$ cat config.mk
export PLATFORM = sky130hd
export DESIGN_NAME = knn_ctrl
export DESIGN_NICKNAME = d
export VERILOG_FILES = /design/src/rtl/knn_ctrl.sv
export SDC_FILE = /design/constraint.sdc
export NUM_CORES = 1
export LEC_CHECK = 0
export CAP_MARGIN = 10
export CORE_MARGIN = 4
export CORE_UTILIZATION = 40
export DETAILED_ROUTE_END_ITERATION = 8
export PLACE_DENSITY = 0.69
export SLEW_MARGIN = 30
export SYNTH_ARGS = -nofsm -noshare
export SYNTH_HDL_FRONTEND = slang
export SYNTH_SLANG_ARGS = --single-unit
$ cat constraint.sdc
create_clock -name clk -period 2.85 [get_ports clk]
set_input_delay 0.57 -clock clk [delete_from_list [all_inputs] [get_ports clk]]
set_output_delay 0.57 -clock clk [all_outputs]
set_load 0.03 [all_outputs]
$ cat src/rtl/knn_ctrl.sv
// knn_ctrl: sequences training points through dist_core and keeps a sorted K-nearest list.
// Optional majority vote over the kept labels is enabled with `define KNN_CTRL_VOTE_EN.
module knn_ctrl #(
    parameter int DATA_W  = 16,
    parameter int DIST_W  = 32,
    parameter int LABEL_W = 8,
    parameter int K       = 4,
    localparam int IDX_W  = (K > 1) ? $clog2(K) : 1
) (
    input  logic               clk,
    input  logic               rst,
    input  logic               start,
    input  logic [15:0]        npoints,
    input  logic [DATA_W-1:0]  test_x,
    input  logic [DATA_W-1:0]  test_y,
    input  logic               pt_valid,
    output logic               pt_ready,
    input  logic [DATA_W-1:0]  pt_x,
    input  logic [DATA_W-1:0]  pt_y,
    input  logic [LABEL_W-1:0] pt_label,
    output logic [DATA_W-1:0]  dist_ax,
    output logic [DATA_W-1:0]  dist_bx,
    output logic [DATA_W-1:0]  dist_ay,
    output logic [DATA_W-1:0]  dist_by,
    input  logic [DIST_W-1:0]  dist_in,
    output logic               busy,
    output logic               done,
    input  logic [IDX_W-1:0]   rd_idx,
    output logic [DIST_W-1:0]  rd_dist,
    output logic [LABEL_W-1:0] rd_label,
    output logic               rd_valid,
    output logic [2:0]         state_dbg
`ifdef KNN_CTRL_VOTE_EN
    ,
    output logic [LABEL_W-1:0] class_out
`endif
);

    // Handshake: a training point transfers on the rising edge where pt_valid && pt_ready.
    // pt_ready is registered and high only in WAIT; pt_valid may be raised at any time.
    typedef enum logic [2:0] {
        S_IDLE   = 3'd0,
        S_LOAD   = 3'd1,
        S_WAIT   = 3'd2,
        S_DIST   = 3'd3,
        S_INSERT = 3'd4,
        S_DONE   = 3'd5
`ifdef KNN_CTRL_VOTE_EN
        ,
        S_VOTE   = 3'd6
`endif
    } state_t;

    state_t              state;
    logic [15:0]         npoints_r;
    logic [15:0]         pt_cnt;
    logic [LABEL_W-1:0]  pt_label_r;
    logic [DIST_W-1:0]   d_reg;

    logic [K-1:0]        slot_v;
    logic [DIST_W-1:0]   slot_d [K];
    logic [LABEL_W-1:0]  slot_l [K];

    logic                ins_hit;
    logic [IDX_W-1:0]    ins_pos;
    logic                last_pt;

    assign state_dbg = state;
    assign last_pt   = (({1'b0, pt_cnt} + 17'd1) == {1'b0, npoints_r});

    // First slot that is empty or strictly farther than the new point.
    always_comb begin
        ins_hit = 1'b0;
        ins_pos = '0;
        for (int i = K - 1; i >= 0; i--) begin
            if (!slot_v[i] || (d_reg < slot_d[i])) begin
                ins_hit = 1'b1;
                ins_pos = IDX_W'(i);
            end
        end
    end

    always_comb begin
        rd_valid = 1'b0;
        rd_dist  = '0;
        rd_label = '0;
        if (int'(rd_idx) < K) begin
            rd_valid = slot_v[rd_idx];
            rd_dist  = slot_d[rd_idx];
            rd_label = slot_l[rd_idx];
        end
    end

`ifdef KNN_CTRL_VOTE_EN
    localparam int CNT_W = $clog2(K + 1);
    logic [IDX_W-1:0] vote_j;
    logic [CNT_W-1:0] vote_cnt;
    logic [CNT_W-1:0] best_cnt;

    always_comb begin
        vote_cnt = '0;
        for (int i = 0; i < K; i++) begin
            if (slot_v[i] && (slot_l[i] == slot_l[vote_j])) begin
                vote_cnt = vote_cnt + CNT_W'(1);
            end
        end
    end
`endif

    always_ff @(posedge clk or negedge rst) begin
        if (!rst) begin
            state      <= S_IDLE;
            busy       <= 1'b0;
            done       <= 1'b0;
            pt_ready   <= 1'b0;
            npoints_r  <= '0;
            pt_cnt     <= '0;
            pt_label_r <= '0;
            d_reg      <= '0;
            dist_ax    <= '0;
            dist_ay    <= '0;
            dist_bx    <= '0;
            dist_by    <= '0;
            slot_v     <= '0;
            for (int i = 0; i < K; i++) begin
                slot_d[i] <= '1;
                slot_l[i] <= '0;
            end
`ifdef KNN_CTRL_VOTE_EN
            vote_j    <= '0;
            best_cnt  <= '0;
            class_out <= '0;
`endif
        end else begin
            case (state)
                S_IDLE: begin
                    if (start) begin
                        state     <= S_LOAD;
                        busy      <= 1'b1;
                        done      <= 1'b0;
                        npoints_r <= npoints;
                        dist_ax   <= test_x;
                        dist_ay   <= test_y;
`ifdef KNN_CTRL_VOTE_EN
                        class_out <= '0;
`endif
                    end
                end
                S_LOAD: begin
                    slot_v <= '0;
                    for (int i = 0; i < K; i++) begin
                        slot_d[i] <= '1;
                        slot_l[i] <= '0;
                    end
                    pt_cnt <= '0;
                    if (npoints_r == 16'd0) begin
                        state <= S_DONE;
                        done  <= 1'b1;
                    end else begin
                        state    <= S_WAIT;
                        pt_ready <= 1'b1;
                    end
                end
                S_WAIT: begin
                    if (pt_valid) begin
                        state      <= S_DIST;
                        pt_ready   <= 1'b0;
                        dist_bx    <= pt_x;
                        dist_by    <= pt_y;
                        pt_label_r <= pt_label;
                    end
                end
                S_DIST: begin
                    d_reg <= dist_in;
                    state <= S_INSERT;
                end
                S_INSERT: begin
                    if (ins_hit) begin
                        if (ins_pos == '0) begin
                            slot_v[0] <= 1'b1;
                            slot_d[0] <= d_reg;
                            slot_l[0] <= pt_label_r;
                        end
                        for (int i = 1; i < K; i++) begin
                            if (IDX_W'(i) == ins_pos) begin
                                slot_v[i] <= 1'b1;
                                slot_d[i] <= d_reg;
                                slot_l[i] <= pt_label_r;
                            end else if (IDX_W'(i) > ins_pos) begin
                                slot_v[i] <= slot_v[i-1];
                                slot_d[i] <= slot_d[i-1];
                                slot_l[i] <= slot_l[i-1];
                            end
                        end
                    end
                    pt_cnt <= pt_cnt + 16'd1;
                    if (last_pt) begin
`ifdef KNN_CTRL_VOTE_EN
                        state    <= S_VOTE;
                        vote_j   <= '0;
                        best_cnt <= '0;
`else
                        state <= S_DONE;
                        done  <= 1'b1;
`endif
                    end else begin
                        state    <= S_WAIT;
                        pt_ready <= 1'b1;
                    end
                end
`ifdef KNN_CTRL_VOTE_EN
                S_VOTE: begin
                    // Strict '>' keeps the nearer slot's label on a count tie.
                    if (slot_v[vote_j] && (vote_cnt > best_cnt)) begin
                        best_cnt  <= vote_cnt;
                        class_out <= slot_l[vote_j];
                    end
                    if (vote_j == IDX_W'(K - 1)) begin
                        state <= S_DONE;
                        done  <= 1'b1;
                    end else begin
                        vote_j <= vote_j + IDX_W'(1);
                    end
                end
`endif
                S_DONE: begin
                    state <= S_IDLE;
                    busy  <= 1'b0;
                end
                default: begin
                    state    <= S_IDLE;
                    busy     <= 1'b0;
                    pt_ready <= 1'b0;
                end
            endcase
        end
    end

endmodule

==> results.cfg, run 1 <==
[run_status]
run_status = finished, violations left
violations = negative setup slack

[clock_network]
root_buffer = clkbuf_16
clk_latency_ns = 0.57
cts_tree = done
clk_pin_slew_ns = 0.06
clkSinkCount = 306
cts_buffers = 37
clk_path_buf_depth = 3
htree_levels = 2

[run]
maxCapViolCount = 0

[drt]
drt_iter0_drc = 1311
drt_pass1_iterations = 6
wl_um = 57500
ant_nets = 0
via_count = 15100
vias_per_cell = 5.74
post-route-drc-count = 0
wl_per_cell_um = 21.9

[die]
core-area_um2 = 43100
dieArea_um2 = 47000
die_y_um = 217
row_count = 76
start_util_pct = 40.5
ios = 237
die_w_um = 217

[layout]
seq_area_um2 = 7820
largest_reg_flops = 128
area_growth_pct = 38.8
utilization_pct = 56.2
fin_nets = 2265
final_cells = 2629
drive_gt1_share_pct = 36.4
fill_cells = 3576
multi_input_area_um2 = 9100

[synth]
ys_ff_latch = 306
yosysTopAreaCell = dfrtp_1
async_flop_share_pct = 100
synth_area_per_cell_um2 = 10.9
yosysSeqAreaShare_pct = 44.8
synth_edf_count = 0
synth_area_leaders = dfrtp_1 (26%), dfstp_2 (19%), ha_1 (9.0%)
ys_types = 59
syn_inst = 1606
syn_nets = 1857
syn-cell-area_um2 = 17400
synth_top_area_share_pct = 25.5
ys.flop_type = dfrtp_1
yosysWarnings = 0

[timing]
slew_violations = 0
rsz0062_at_grt = true
setup_viol = 163
min_period_ns = 3.20
fmax_ghz = 0.313
fin_crit_sh_pct = 112
max_slew_margin_pct = 47.9
finalWorstSetupSlack_ns = -0.345
fin_skew_ns = 0.0239
tightestPinTransition_ns = 0.779
finalHoldViolCount = 0

[critical_path]
path_max_fanout = 8
reg2regPathDepth = 11
path_common_cell = a21oi_4
path_class = reg2reg
worstPathRequired_ns = 3.28
crit_path_end = slot_d[48]
worstSetupStartpoint = slot_d[69]
slowest_delay_ns = 0.54
arrival_ns = 3.62
r2r-end = slot_d[48]
start_kind = flip-flop
path_cells = inv_2, ha_4, or3_4, a21oi_4, nor3_2, a2111o_1, a21oi_4, or3_4, a21oi_4, buf_12, a222oi_1
regToRegSetupSlack_ns = -0.35
r2r_start = slot_d[69]
endpoint_kind = flip-flop
crit_slowest_cell = dfstp_2

[grt]
grt_pass1_vias = 15700
grt_overflow = 0
grt_pass1_wl_um = 86400
grtUsageTotal_pct = 22.9
grt_max_degree = 85
antenna_found_initial = 3

[power]
pwr-share-clk_pct = 18.5
power_uw = 25600
p_switching_uw = 10300
leakagePower_uw = 0.0113
sw_frac_of_total_pct = 40.3
power_density_nw_per_um2 = 1060
pwr-share-seq_pct = 29.8
p_int_uw = 15300
peakVddDrop_mv = 0.721
comb_power_share_pct = 51.7

[placement]
dp_hpwl_um = 37500
dp.cells = 2526
place.gp.congestion = 0.906
portBuffers = 236

[hold_path]
worstHoldStart = dist_ay[8]
min_path_type = reg2reg
## worst max-delay path, delay by kind of cell, from the launching register on
kind	cells	cell delay, ns
AOI/OAI and AO/OA	5	1.41
and+or+nand+nor	3	0.62
DFF	1	0.54
buffers and inverters	2	0.27
adders and majority gates	1	0.20
## repair_timing
item	4_1_cts	5_1_grt
setup buffers	9	5
pin swaps	10	40
gates cloned	4	17
hold buffers	1	0
endpoints found under the hold margin	11	0
gates resized for setup	40	72
endpoints found under the setup margin	165	168
## cell families (layout without fill, tap and decap cells)
kind of cell / count (synthesis) / count (layout) / synth area share (%)
mux: 207 / 207 / 15.7
other cells: 0 / 1 / 0
buf+inv: 263 / 700 / 6.08
xor+xnor: 27 / 27 / 1.36
compound gates: 314 / 314 / 12.7
simple gates: 364 / 364 / 10.4
flops: 306 / 306 / 44.8
fa+ha+maj: 125 / 125 / 8.97
## power by group through the flow
| stage | registers, µW | clock network [µW] | logic (µW) |
|---|---|---|---|
| floorplan | 8380 | 0 | 5710 |
| global placement | 7540 | 0 | 11500 |
| detailed placement | 7610 | 0 | 11800 |
| CTS | 7580 | 4840 | 12300 |
| global route | 7830 | 5000 | 14200 |
| finish | 7620 | 4730 | 13200 |
## cell usage in the layout (no fill, tap or decap), drive strengths merged, types with 7 or more instances in the layout
master,instances
a222oi,28
or3,11
dfrtp,178
mux2,122
a311oi,10
a21oi,115
mux2i,44
nand2,85
mux4,41
nand4,18
buf,261
and2,13
o21ai,57
o21a,7
ha,125
xnor2,16
xor2,11
a21o,12
inv,165
clkbuf,67
nand2b,9
nor2,26
a221o,8
dfstp,128
nand3,93
clkinv,10
clkdlybuf4s50,192
o221a,32
nor3,84
## layout make-up
| class | count | area share (%) |
|---|---|---|
| multi-input combinational | 1037 | 37.6 |
| clock inverter | 17 | 0.667 |
| tap | 585 | 3.02 |
| sequential | 306 | 32.3 |
| timing repair buffer | 470 | 19.6 |
| antenna | 1 | 0.0103 |
| inverter | 162 | 2.51 |
| clock buffer | 51 | 4.29 |
## synth_stat cells (all sizes together), types with 7 or more instances
master    n
a221o     8
or3      11
a21oi   115
dfrtp   178
a21o     12
ha      125
a222oi   28
mux2i    44
and2     13
o21ai    57
mux4     41
nand2b    9
xor2     11
nand3    93
o21a      7
nor3     84
inv     162
buf      49
dfstp   128
xnor2    16
o221a    32
a311oi   10
clkbuf   52
mux2    122
nor2     26
nand4    18
nand2    85
## stage by stage
step	instance area (µm²)	hold slack (ns)	worst slack, ns	setup TNS [ns]
after floorplan	17400	0.274	0.0241	0
after CTS	23400	0.510	-0.286	-29.65
after detailed placement	21800	0.497	-0.483	-53.67
after global routing	24200	0.515	-0.395	-53.86
final	24200	0.505	-0.345	-42.19
after global placement	21800	0.488	-0.362	-45.66
## routing by layer
layer | vias to the layer above | track usage (%) | wire length (µm)
met5 | - | 0 | 7
met4 | 2 | 8.47 | 1960
met3 | 132 | 6.09 | 5340
met2 | 735 | 37.4 | 27200
met1 | 7475 | 29.3 | 23000
li1 | 6737 | - | -
## how the worst min path moves through the flow
stage                       end  slack [ns]  cells past startpoint
floorplan                  busy        0.27                      0
global placement    dist_ay[11]        0.49                      1
detailed placement   dist_ay[5]        0.50                      1
CTS                  dist_ay[8]        0.51                      1
global route        dist_ay[10]        0.51                      1
finish               dist_ay[8]        0.50                      1
Note: power is estimated with default switching activity, not from simulation.
==> inputs of run 2 (changes only) <==
--- a/config.mk
+++ b/config.mk
@@ -5,9 +5,9 @@
 export SDC_FILE = /design/constraint.sdc
 export NUM_CORES = 1
 export LEC_CHECK = 0
-export CAP_MARGIN = 10
 export CORE_MARGIN = 4
 export CORE_UTILIZATION = 40
+export CTS_CLUSTER_SIZE = 25
 export DETAILED_ROUTE_END_ITERATION = 8
 export PLACE_DENSITY = 0.69
 export SLEW_MARGIN = 30
==> results of run 2 <==
The final DEF is identical to that of run 1; final timing and power are the same.
